### config.mk
export PLATFORM = sky130hd
export DESIGN_NAME = switch_input_conditioner_flat
export DESIGN_NICKNAME = d
export VERILOG_FILES = /design/src/rtl/switch_input_conditioner_pkg.sv /design/src/rtl/switch_input_conditioner_if.sv /design/src/rtl/switch_input_conditioner_debounce_bit.sv /design/src/rtl/switch_input_conditioner.sv /design/src/flat_wrapper.sv
export SDC_FILE = /design/constraint.sdc
export NUM_CORES = 1
export LEC_CHECK = 0
export CAP_MARGIN = 20
export CORE_ASPECT_RATIO = 1.75
export CORE_MARGIN = 8
export CORE_UTILIZATION = 30
export CTS_CLUSTER_DIAMETER = 120
export CTS_CLUSTER_SIZE = 8
export DETAILED_ROUTE_END_ITERATION = 8
export PLACE_DENSITY_LB_ADDON = 0.12
export SKIP_CTS_REPAIR_TIMING = 1
export SYNTH_ARGS = -nofsm -noshare
export SYNTH_HDL_FRONTEND = slang
export SYNTH_SLANG_ARGS = --single-unit
### constraint.sdc
create_clock -name CLOCK_50 -period 2.1 [get_ports CLOCK_50]
set_clock_uncertainty 0.05 [all_clocks]
set_input_delay 0.63 -clock CLOCK_50 [delete_from_list [all_inputs] [get_ports CLOCK_50]]
set_output_delay 0.63 -clock CLOCK_50 [all_outputs]
set_load 0.02 [all_outputs]
### src/rtl/switch_input_conditioner_pkg.sv
`default_nettype none
// +------------------------------------------------------------------------+
// | Module      : switch_input_conditioner_pkg                             |
// | Description : Shared constants and helpers for the switch/key input    |
// |               conditioning path (edge modes, default debounce time).   |
// | Revision    : 1.0 - initial release                                    |
// +------------------------------------------------------------------------+
package switch_input_conditioner_pkg;

  // Edge selection for the capture register
  localparam int EDGE_RISING  = 0;
  localparam int EDGE_FALLING = 1;
  localparam int EDGE_BOTH    = 2;

  // 20 ms of stability at 50 MHz
  localparam int DEBOUNCE_CYCLES_50MHZ = 1000000;

  // True when an accepted transition to 'level' should set the capture flag
  function automatic logic edge_qualifies(input int mode, input logic level);
    case (mode)
      EDGE_RISING:  return level;
      EDGE_FALLING: return !level;
      default:      return 1'b1;
    endcase
  endfunction

endpackage
`default_nettype wire

### src/rtl/switch_input_conditioner_if.sv
`default_nettype none
// +------------------------------------------------------------------------+
// | Module      : switch_input_conditioner_if                              |
// | Description : Pin-side / PIO-side signal bundle of the switch input    |
// |               conditioner. master = stimulus/bus side, slave = block.  |
// | Revision    : 1.0 - initial release                                    |
// +------------------------------------------------------------------------+
interface switch_input_conditioner_if #(
  parameter int WIDTH = 16
);
  logic [WIDTH-1:0] sw_raw;
  logic [WIDTH-1:0] capture_clear;
  logic [WIDTH-1:0] irq_mask;
  logic [WIDTH-1:0] sw_stable;
  logic [WIDTH-1:0] edge_capture;
  logic             irq;

  modport master (
    output sw_raw, capture_clear, irq_mask,
    input  sw_stable, edge_capture, irq
  );

  modport slave (
    input  sw_raw, capture_clear, irq_mask,
    output sw_stable, edge_capture, irq
  );
endinterface
`default_nettype wire

### src/rtl/switch_input_conditioner_debounce_bit.sv
`default_nettype none
// +------------------------------------------------------------------------+
// | Module      : switch_input_conditioner_debounce_bit                    |
// | Description : One input bit: 2-flop synchroniser, stability counter,   |
// |               debounced level and sticky write-1-to-clear edge flag.   |
// | Revision    : 1.0 - initial release                                    |
// +------------------------------------------------------------------------+
module switch_input_conditioner_debounce_bit
  import switch_input_conditioner_pkg::*;
#(
  parameter int   DEBOUNCE_CYCLES = 4,
  parameter int   EDGE_MODE       = EDGE_BOTH,
  parameter logic RESET_VAL       = 1'b0
) (
  input  logic clk,
  input  logic rst_n,
  input  logic i_sw_raw,
  input  logic i_capture_clear,
  output logic o_sw_stable,
  output logic o_edge_capture
);

  localparam int                c_cnt_w   = $clog2(DEBOUNCE_CYCLES);
  localparam logic [c_cnt_w-1:0] c_cnt_max = c_cnt_w'(DEBOUNCE_CYCLES - 1);

  logic               r_sync1;
  logic               r_sync2;
  logic               r_stable;
  logic               r_capture;
  logic [c_cnt_w-1:0] r_cnt;

  logic w_differ;
  logic w_accept;
  logic w_event;

  // A change is accepted once it has differed for DEBOUNCE_CYCLES consecutive edges
  assign w_differ = (r_sync2 != r_stable);
  assign w_accept = w_differ && (r_cnt == c_cnt_max);
  assign w_event  = w_accept && edge_qualifies(EDGE_MODE, r_sync2);

  // Two-flop synchroniser for the asynchronous pin
  always_ff @(posedge clk or negedge rst_n) begin
    if (!rst_n) begin
      r_sync1 <= RESET_VAL;
      r_sync2 <= RESET_VAL;
    end else begin
      r_sync1 <= i_sw_raw;
      r_sync2 <= r_sync1;
    end
  end

  // Stability counter; any return to the stable level restarts it from zero
  always_ff @(posedge clk or negedge rst_n) begin
    if (!rst_n) begin
      r_cnt    <= '0;
      r_stable <= RESET_VAL;
    end else if (!w_differ) begin
      r_cnt    <= '0;
    end else if (w_accept) begin
      r_cnt    <= '0;
      r_stable <= r_sync2;
    end else begin
      r_cnt    <= r_cnt + c_cnt_w'(1);
    end
  end

  // Sticky capture flag; a new event beats a simultaneous clear
  always_ff @(posedge clk or negedge rst_n) begin
    if (!rst_n) begin
      r_capture <= 1'b0;
    end else if (w_event) begin
      r_capture <= 1'b1;
    end else if (i_capture_clear) begin
      r_capture <= 1'b0;
    end
  end

  assign o_sw_stable    = r_stable;
  assign o_edge_capture = r_capture;

endmodule
`default_nettype wire

### src/rtl/switch_input_conditioner.sv
`default_nettype none
// +------------------------------------------------------------------------+
// | Module      : switch_input_conditioner                                 |
// | Description : Conditions raw SW[]/KEY[] pins for the PIO input export: |
// |               per-bit sync + debounce + edge capture, maskable IRQ.    |
// | Revision    : 1.0 - initial release                                    |
// +------------------------------------------------------------------------+
module switch_input_conditioner
  import switch_input_conditioner_pkg::*;
#(
  parameter int               WIDTH           = 16,
  parameter int               DEBOUNCE_CYCLES = DEBOUNCE_CYCLES_50MHZ,
  parameter int               EDGE_MODE       = EDGE_BOTH,
  parameter logic [WIDTH-1:0] RESET_VAL       = '0
) (
  input  logic                        CLOCK_50,
  input  logic                        reset_reset_n,
  switch_input_conditioner_if.slave   bus
);

  logic [WIDTH-1:0] w_stable;
  logic [WIDTH-1:0] w_capture;

  // Bits are fully independent: one conditioner per input
  generate
    for (genvar i = 0; i < WIDTH; i++) begin : g_bit
      switch_input_conditioner_debounce_bit #(
        .DEBOUNCE_CYCLES (DEBOUNCE_CYCLES),
        .EDGE_MODE       (EDGE_MODE),
        .RESET_VAL       (RESET_VAL[i])
      ) u_bit (
        .clk             (CLOCK_50),
        .rst_n           (reset_reset_n),
        .i_sw_raw        (bus.sw_raw[i]),
        .i_capture_clear (bus.capture_clear[i]),
        .o_sw_stable     (w_stable[i]),
        .o_edge_capture  (w_capture[i])
      );
    end
  endgenerate

  // Level interrupt straight from the capture flops; mask acts immediately
  assign bus.irq          = |(w_capture & bus.irq_mask);
  assign bus.sw_stable    = w_stable;
  assign bus.edge_capture = w_capture;

endmodule
`default_nettype wire

### src/flat_wrapper.sv
// flat-port wrapper written by rule: the top's interface ports become plain ports
module switch_input_conditioner_flat import switch_input_conditioner_pkg::*;
#(
  parameter int               WIDTH           = 16,
  parameter int               DEBOUNCE_CYCLES = DEBOUNCE_CYCLES_50MHZ,
  parameter int               EDGE_MODE       = EDGE_BOTH,
  parameter logic [WIDTH-1:0] RESET_VAL       = '0
)
  (CLOCK_50, reset_reset_n, bus_sw_raw, bus_capture_clear, bus_irq_mask, bus_sw_stable, bus_edge_capture, bus_irq);
  switch_input_conditioner_if #(.WIDTH(WIDTH)) bus_i ();
  input  logic CLOCK_50;
  input  logic reset_reset_n;
  input wire logic [$bits(bus_i.sw_raw)-1:0] bus_sw_raw;
  input wire logic [$bits(bus_i.capture_clear)-1:0] bus_capture_clear;
  input wire logic [$bits(bus_i.irq_mask)-1:0] bus_irq_mask;
  output wire logic [$bits(bus_i.sw_stable)-1:0] bus_sw_stable;
  output wire logic [$bits(bus_i.edge_capture)-1:0] bus_edge_capture;
  output wire logic [$bits(bus_i.irq)-1:0] bus_irq;
  assign bus_i.sw_raw = bus_sw_raw;
  assign bus_i.capture_clear = bus_capture_clear;
  assign bus_i.irq_mask = bus_irq_mask;
  assign bus_sw_stable = bus_i.sw_stable;
  assign bus_edge_capture = bus_i.edge_capture;
  assign bus_irq = bus_i.irq;
  switch_input_conditioner #(.WIDTH(WIDTH), .DEBOUNCE_CYCLES(DEBOUNCE_CYCLES), .EDGE_MODE(EDGE_MODE), .RESET_VAL(RESET_VAL)) u_core (.CLOCK_50(CLOCK_50), .reset_reset_n(reset_reset_n), .bus(bus_i));
endmodule
==> run_results.csv, run 1 <==
group,metric,value,unit
clock_network,cts.sinks,384,
worst_setup_path,reg2reg_slack,-0.06,ns
worst_setup_path,crit_type,"input port to output port",
logic_synthesis,synth_edf_count,0,
timing,fmax,373,MHz
logic_synthesis,yosysMostFrequentCell,"dfrtp_1",
timing,slew_headroom,58.8,%
clock_network,clock_path_buffers,3,
logic_synthesis,yosys_register_bits,384,
global_route,overflow,0,
power_and_ir_drop,p_leak,9.99,nW
cells_and_area,diodes,0,
outcome,status,"complete, but fails checks",
route,num_vias,14347,
timing,finalWorstSetupSlack,-0.580,ns
floorplan,die_area,70200,um^2
worst_setup_path,r2r-start,"u_core.g_bit[2].u_bit.r_cnt[10]",
timing,setup_viol,32,
route,wl_per_cell,15.6,um
power_and_ir_drop,ir_drop,0.592,mV
floorplan,io_pins,83,
global_route,grt.total_usage,13.0,%
min_path,min_to,"u_core.g_bit[4].u_bit.r_sync2",
clock_network,clkTransAtPathRegs,0.05,ns
power_and_ir_drop,power.total,16.0,mW
cells_and_area,drive_above_1_share,18.9,%
timing,rsz0062_at_grt,"yes",
clock_network,cts_htree_levels,2,
power_and_ir_drop,p_sw,3.64,mW
place,port_buffers,82,
cells_and_area,multi_input_area,8420,um^2
worst_setup_path,critPathLaunchType,"input port",
logic_synthesis,avgSynthCellArea,9.90,um^2
job,max_cap_violations,0,
global_route,grtUsageMet1,14.3,%
global_route,antenna_found_initial,0,
min_path,hold_depth,0,
timing,hold_viol,0,
timing,period_share,128,%
logic_synthesis,synth_cells,1871,
route,drt-total-wl,45.2,mm
logic_synthesis,ys.flop_type,"dfrtp_1",
logic_synthesis,yosys_warnings,0,
logic_synthesis,ys_seq_area_share,51.9,%
place,gp_congestion,0.791,
global_route,top_usage_layer,"met2",
route,ant_nets,0,
outcome,violations,"setup timing",
floorplan,die_h,345,um
cells_and_area,final_nets,2176,
power_and_ir_drop,seqPwrFrac,47.5,%
route,first_iter_violations,554,
floorplan,start_util,30.3,%
min_path,hp-start,"u_core.g_bit[4].u_bit.r_sync1",
timing,fin_setup_tns,-1.38,ns
place,place_hpwl,32.1,mm
logic_synthesis,synth_nets,1937,
floorplan,rows,120,
global_route,grt_pass1_vias,14961,
clock_network,root_buffer,"clkbuf_16",
route,drc_errors,0,
clock_network,insertion_delay,0.60,ns
power_and_ir_drop,p_comb_share,4.5,%
logic_synthesis,postSynth.asyncResetShare,100,%
power_and_ir_drop,p_int,12.4,mW
power_and_ir_drop,swShare,22.8,%
floorplan,die_w,204,um
worst_setup_path,reg2reg_depth,5,
worst_setup_path,required,1.42,ns
global_route,gr-usage-met2,24.0,%
logic_synthesis,ys_top_cells_by_area,"dfrtp_1, xnor2_1, nor2_1, xor2_1, nand3_1",
cells_and_area,seq_area,9620,um^2
worst_setup_path,critPathCaptureType,"output port",
clock_network,cts_tree,"built",
global_route,grt_max_degree,71,
logic_synthesis,syn_area,18500,um^2
cells_and_area,fillers,6015,
floorplan,coreArea,61100,um^2
logic_synthesis,synth_top_area_share,51.9,%
worst_setup_path,crit_arrival,2.00,ns
logic_synthesis,synth_area_leader_cell,"dfrtp_1",
timing,slew_violations,0,
min_path,min_path_type,"register to register",
worst_setup_path,worstReg2RegEnd,"u_core.g_bit[2].u_bit.r_cnt[15]",
route,drt_pass1_iterations,5,
timing,period_needed,2.68,ns
route,vias_per_cell,4.94,
cells_and_area,area_growth,25.9,%
power_and_ir_drop,pwr_density_cell,687,nW/um^2
global_route,grt_pass1_wl,75.4,mm
logic_synthesis,yosysUniqueCellTypes,45,
logic_synthesis,synth_common_cells,"dfrtp_1, nor2_1, xnor2_1, nand3_1, xor2_1",
worst_setup_path,cp_max_fo,1,
power_and_ir_drop,power_frac_clock,48.0,%
clock_network,numCtsBuffers,53,
global_route,grtUsageMet3,2.86,%
timing,worstMarginPinSlew,0.612,ns
## final cells by class
cell class,instances,share of cell area [%]
flip-flops and latches,384,41.3
clock inverters,1,0.0376
repair buffers,279,11.0
clock buffers,55,5.91
well taps,793,4.26
multi-input cells,1306,36.1
inverters,86,1.39
## cells in the final DEF (no fill, tap or decap), drive strengths merged, types with 47 or more instances in the layout
cell           count
dfrtp            384
nor2             257
buf              199
nand3            122
xnor2            114
xor2              99
a21oi             91
inv               87
nand2             86
or4               77
nand4             74
o21ai             65
clkbuf            62
or3               53
clkdlybuf4s50     47
## cells by family (layout without fill, tap and decap cells)
group / count (synthesis) / after routing / share of synthesized area [%]
xor+xnor: 213 / 213 / 10.1
buf+inv: 181 / 421 / 4.53
fa+ha+maj: 16 / 16 / 1.08
mux: 16 / 16 / 0.973
flops: 384 / 384 / 51.9
compound gates: 222 / 222 / 7.33
simple gates: 839 / 839 / 24.1
## registers in the layout, summed over array words and instances (netlist names)
register	cells
u_core.g_bit.u_bit.r_sync1	16
u_core.g_bit.u_bit.o_edge_capture	16
u_core.g_bit.u_bit.o_sw_stable	16
u_core.g_bit.u_bit.r_sync2	16
u_core.g_bit.u_bit.r_cnt	320
## worst max-delay path by stage
stage	startpoint	endpoint	slack (ns)	cells after the start
2_1_floorplan	u_core.g_bit[3].u_bit.r_cnt[8]	u_core.g_bit[3].u_bit.o_sw_stable	0.01	4
3_3_place_gp	bus_irq_mask[1]	bus_irq	-1.15	6
3_5_place_dp	bus_irq_mask[1]	bus_irq	-1.16	6
4_1_cts	bus_irq_mask[1]	bus_irq	-1.18	6
5_1_grt	u_core.g_bit[1].u_bit.o_edge_capture	bus_irq	-0.64	5
6_report	bus_irq_mask[10]	bus_irq	-0.58	6
## routing by layer
metal	part of all wire, %	vias up
met5	0	-
met3	4.1	74
met4	3.0	0
met2	53	185
met1	40	7085
li1	-	7003
## worst max-delay path, stage by stage
cell	delay (ns)
clkdlybuf4s50_1	0.42
a22o_4	0.26
a221oi_2	0.20
buf_4	0.20
nand4_1	0.11
buf_6	0.16
## through the flow
step,area (um^2),hold WS [ns],worst slack [ns],cells,utilization (%)
after detailed placement,21500,0.286,-1.16,2840,35.1
after CTS,22800,-0.211,-1.18,2896,37.4
after floorplan,18500,0.281,0.0115,1871,-
after global routing,23300,0.303,-0.645,2904,38.1
final,23300,0.294,-0.580,2904,38.1
after global placement,21500,0.282,-1.15,2840,35.1
## power by group through the flow
| stage | registers [mW] | clock network (mW) | logic (mW) |
|---|---|---|---|
| after global placement | 7.72 | 0 | 0.712 |
| after detailed placement | 7.73 | 0 | 0.721 |
| after CTS | 7.60 | 8.08 | 0.725 |
| final | 7.61 | 7.68 | 0.723 |
| after floorplan | 7.72 | 0 | 0.229 |
| after global routing | 7.62 | 8.31 | 0.823 |
No activity file was read; power rests on OpenSTA's default activity.
==> inputs of run 2 (changes only) <==
--- a/config.mk
+++ b/config.mk
@@ -12,3 +12,2 @@
 export CTS_CLUSTER_DIAMETER = 120
-export CTS_CLUSTER_SIZE = 8
 export DETAILED_ROUTE_END_ITERATION = 8
@@ -19 +18,2 @@
 export SYNTH_SLANG_ARGS = --single-unit
+export TNS_END_PERCENT = 10
==> constraint.sdc (replaced) <==
create_clock -name CLOCK_50 -period 2.1 [get_ports CLOCK_50]
set_clock_uncertainty 0.05 [all_clocks]
set_input_delay 0.42 -clock CLOCK_50 [delete_from_list [all_inputs] [get_ports CLOCK_50]]
set_output_delay 0.42 -clock CLOCK_50 [all_outputs]
set_load 0.02 [all_outputs]
==> run_results.csv, run 2 (synthesis results as in run 1) <==
group,metric,value,unit
outcome,status,"complete, but fails checks",
outcome,violations,"setup timing",
global_route,grt_max_degree,63,
worst_setup_path,cp_slowest_cell,"dfrtp_1",
cells_and_area,multi_input_area,8310,um^2
floorplan,start_util,30.3,%
worst_setup_path,path_buf_inv,2,
worst_setup_path,path_cells,"a22o_4 > a221oi_4 > buf_6 > nand4_1 > buf_6",
timing,setup_viol,5,
timing,fin_setup_tns,-0.338,ns
timing,rsz0062_at_grt,"yes",
worst_setup_path,crit_family,"compound AO/OA/AOI/OAI gates",
timing,period_share,112,%
clock_network,numCtsBuffers,42,
route,ant_nets,0,
clock_network,cts_tree,"built",
cells_and_area,fillers,6055,
place,port_buffers,82,
cells_and_area,regMostFlops,"u_core.g_bit.u_bit.r_cnt",
clock_network,insertion_delay,0.56,ns
worst_setup_path,crit_arrival,1.87,ns
clock_network,clock_path_buffers,3,
worst_setup_path,reg2reg_slack,-0.04,ns
clock_network,root_buffer,"clkbuf_16",
timing,slew_headroom,55.4,%
cells_and_area,diodes,0,
cells_and_area,layout_commonest_cell,"dfrtp_1",
power_and_ir_drop,pwr_density_cell,683,nW/um^2
place,place_hpwl,31.8,mm
worst_setup_path,critPathMaxStageDelay,0.39,ns
cells_and_area,area_growth,25.3,%
global_route,grt_pass1_wl,73.8,mm
worst_setup_path,critPathCaptureType,"output port",
worst_setup_path,path_common_cell,"buf_6",
cells_and_area,largest_reg_flops,320,
place,gp_congestion,0.805,
floorplan,die_w,204,um
global_route,antenna_found_initial,2,
worst_setup_path,worstReg2RegEnd,"u_core.g_bit[2].u_bit.o_sw_stable",
timing,worstMarginPinSlew,0.663,ns
clock_network,cts.sinks,384,
cells_and_area,seq_area,9620,um^2
timing,hold_viol,0,
route,num_vias,14274,
worst_setup_path,cp_max_fo,2,
route,drt_pass1_iterations,5,
job,max_cap_violations,0,
timing,finalWorstSetupSlack,-0.242,ns
global_route,grt.total_usage,12.6,%
global_route,grt_pass1_vias,14853,
floorplan,die_h,345,um
clock_network,cts_htree_levels,2,
cells_and_area,final_nets,2168,
worst_setup_path,required,1.63,ns
route,vias_per_cell,4.88,
timing,period_needed,2.34,ns
route,drt-total-wl,44.0,mm
route,wl_per_cell,15.1,um
power_and_ir_drop,ir_drop,0.589,mV
floorplan,io_pins,83,
route,first_iter_violations,543,
timing,slew_violations,0,
clock_network,clkTransAtPathRegs,0.06,ns
worst_setup_path,crit_type,"register to output port",
timing,fmax,427,MHz
place,pre_cts_ws,-0.740,ns
floorplan,rows,120,
floorplan,die_area,70200,um^2
cells_and_area,final_cell_mix,"dfrtp_1, nor2_1, buf_4",
worst_setup_path,r2r-start,"u_core.g_bit[2].u_bit.r_cnt[6]",
power_and_ir_drop,p_leak,10.0,nW
cells_and_area,drive_above_1_share,17.9,%
route,drc_errors,0,
global_route,overflow,0,
floorplan,coreArea,61100,um^2
worst_setup_path,critPathLaunchType,"register",
min_path,min_path_type,"input port to async pin",
worst_setup_path,reg2reg_depth,4,
run 2: cell types whose count changed in the layout (fill, tap and decap cells not counted), sizes merged:
cell / before / now
clkbuf: 62 / 61
clkinv: 0 / 7
inv: 87 / 88
clkdlybuf4s50: 47 / 53
buf: 199 / 201
bufinv: 0 / 3
dlymetal6s2s: 25 / 27
run 2: metrics by stage:
stage	total power, mW	instance area [um^2]	utilization [%]	hold WS (ns)	std cells
after floorplan	7.95	18500	-	0.0744	1871
after global placement	8.43	21400	35.1	0.244	2842
after detailed placement	8.44	21400	35.1	0.246	2842
after CTS	16.2	22800	37.3	-0.374	2915
after global routing	16.5	23200	38.0	0.228	2924
final	15.8	23200	38.0	0.247	2924
run 2: worst max path at each step:
stage | from | to | cells after the start
5_1_grt | u_core.g_bit[1].u_bit.o_edge_capture | bus_irq | 5
4_1_cts | u_core.g_bit[1].u_bit.o_edge_capture | bus_irq | 5
3_5_place_dp | bus_irq_mask[1] | bus_irq | 6
2_1_floorplan | u_core.g_bit[3].u_bit.r_cnt[8] | u_core.g_bit[3].u_bit.o_sw_stable | 4
3_3_place_gp | bus_irq_mask[1] | bus_irq | 6
6_report | u_core.g_bit[1].u_bit.o_edge_capture | bus_irq | 5
run 2: layer usage:
metal | track usage, % | share of wire (%)
met5 | 0 | 0.027
met4 | 5.09 | 3.4
met3 | 2.06 | 3.7
met2 | 23.4 | 52
met1 | 14.2 | 41
run 2: report_power, final:
| part | switching [mW] | leakage [nW] | total, mW | internal, mW |
|---|---|---|---|---|
| registers | 0.0848 | 5.24 | 7.59 | 7.51 |
| clock network | 3.09 | 0.690 | 7.55 | 4.47 |
| logic | 0.402 | 4.11 | 0.705 | 0.303 |
| total | 3.57 | 10.0 | 15.8 | 12.3 |
run 2: final cells by class:
class | instances | area share (%)
clock inverters | 12 | 0.615
inverters | 86 | 1.39
multi-input cells | 1306 | 35.8
well taps | 793 | 4.28
clock buffers | 61 | 5.36
repair buffers | 282 | 11.1
flip-flops and latches | 384 | 41.5
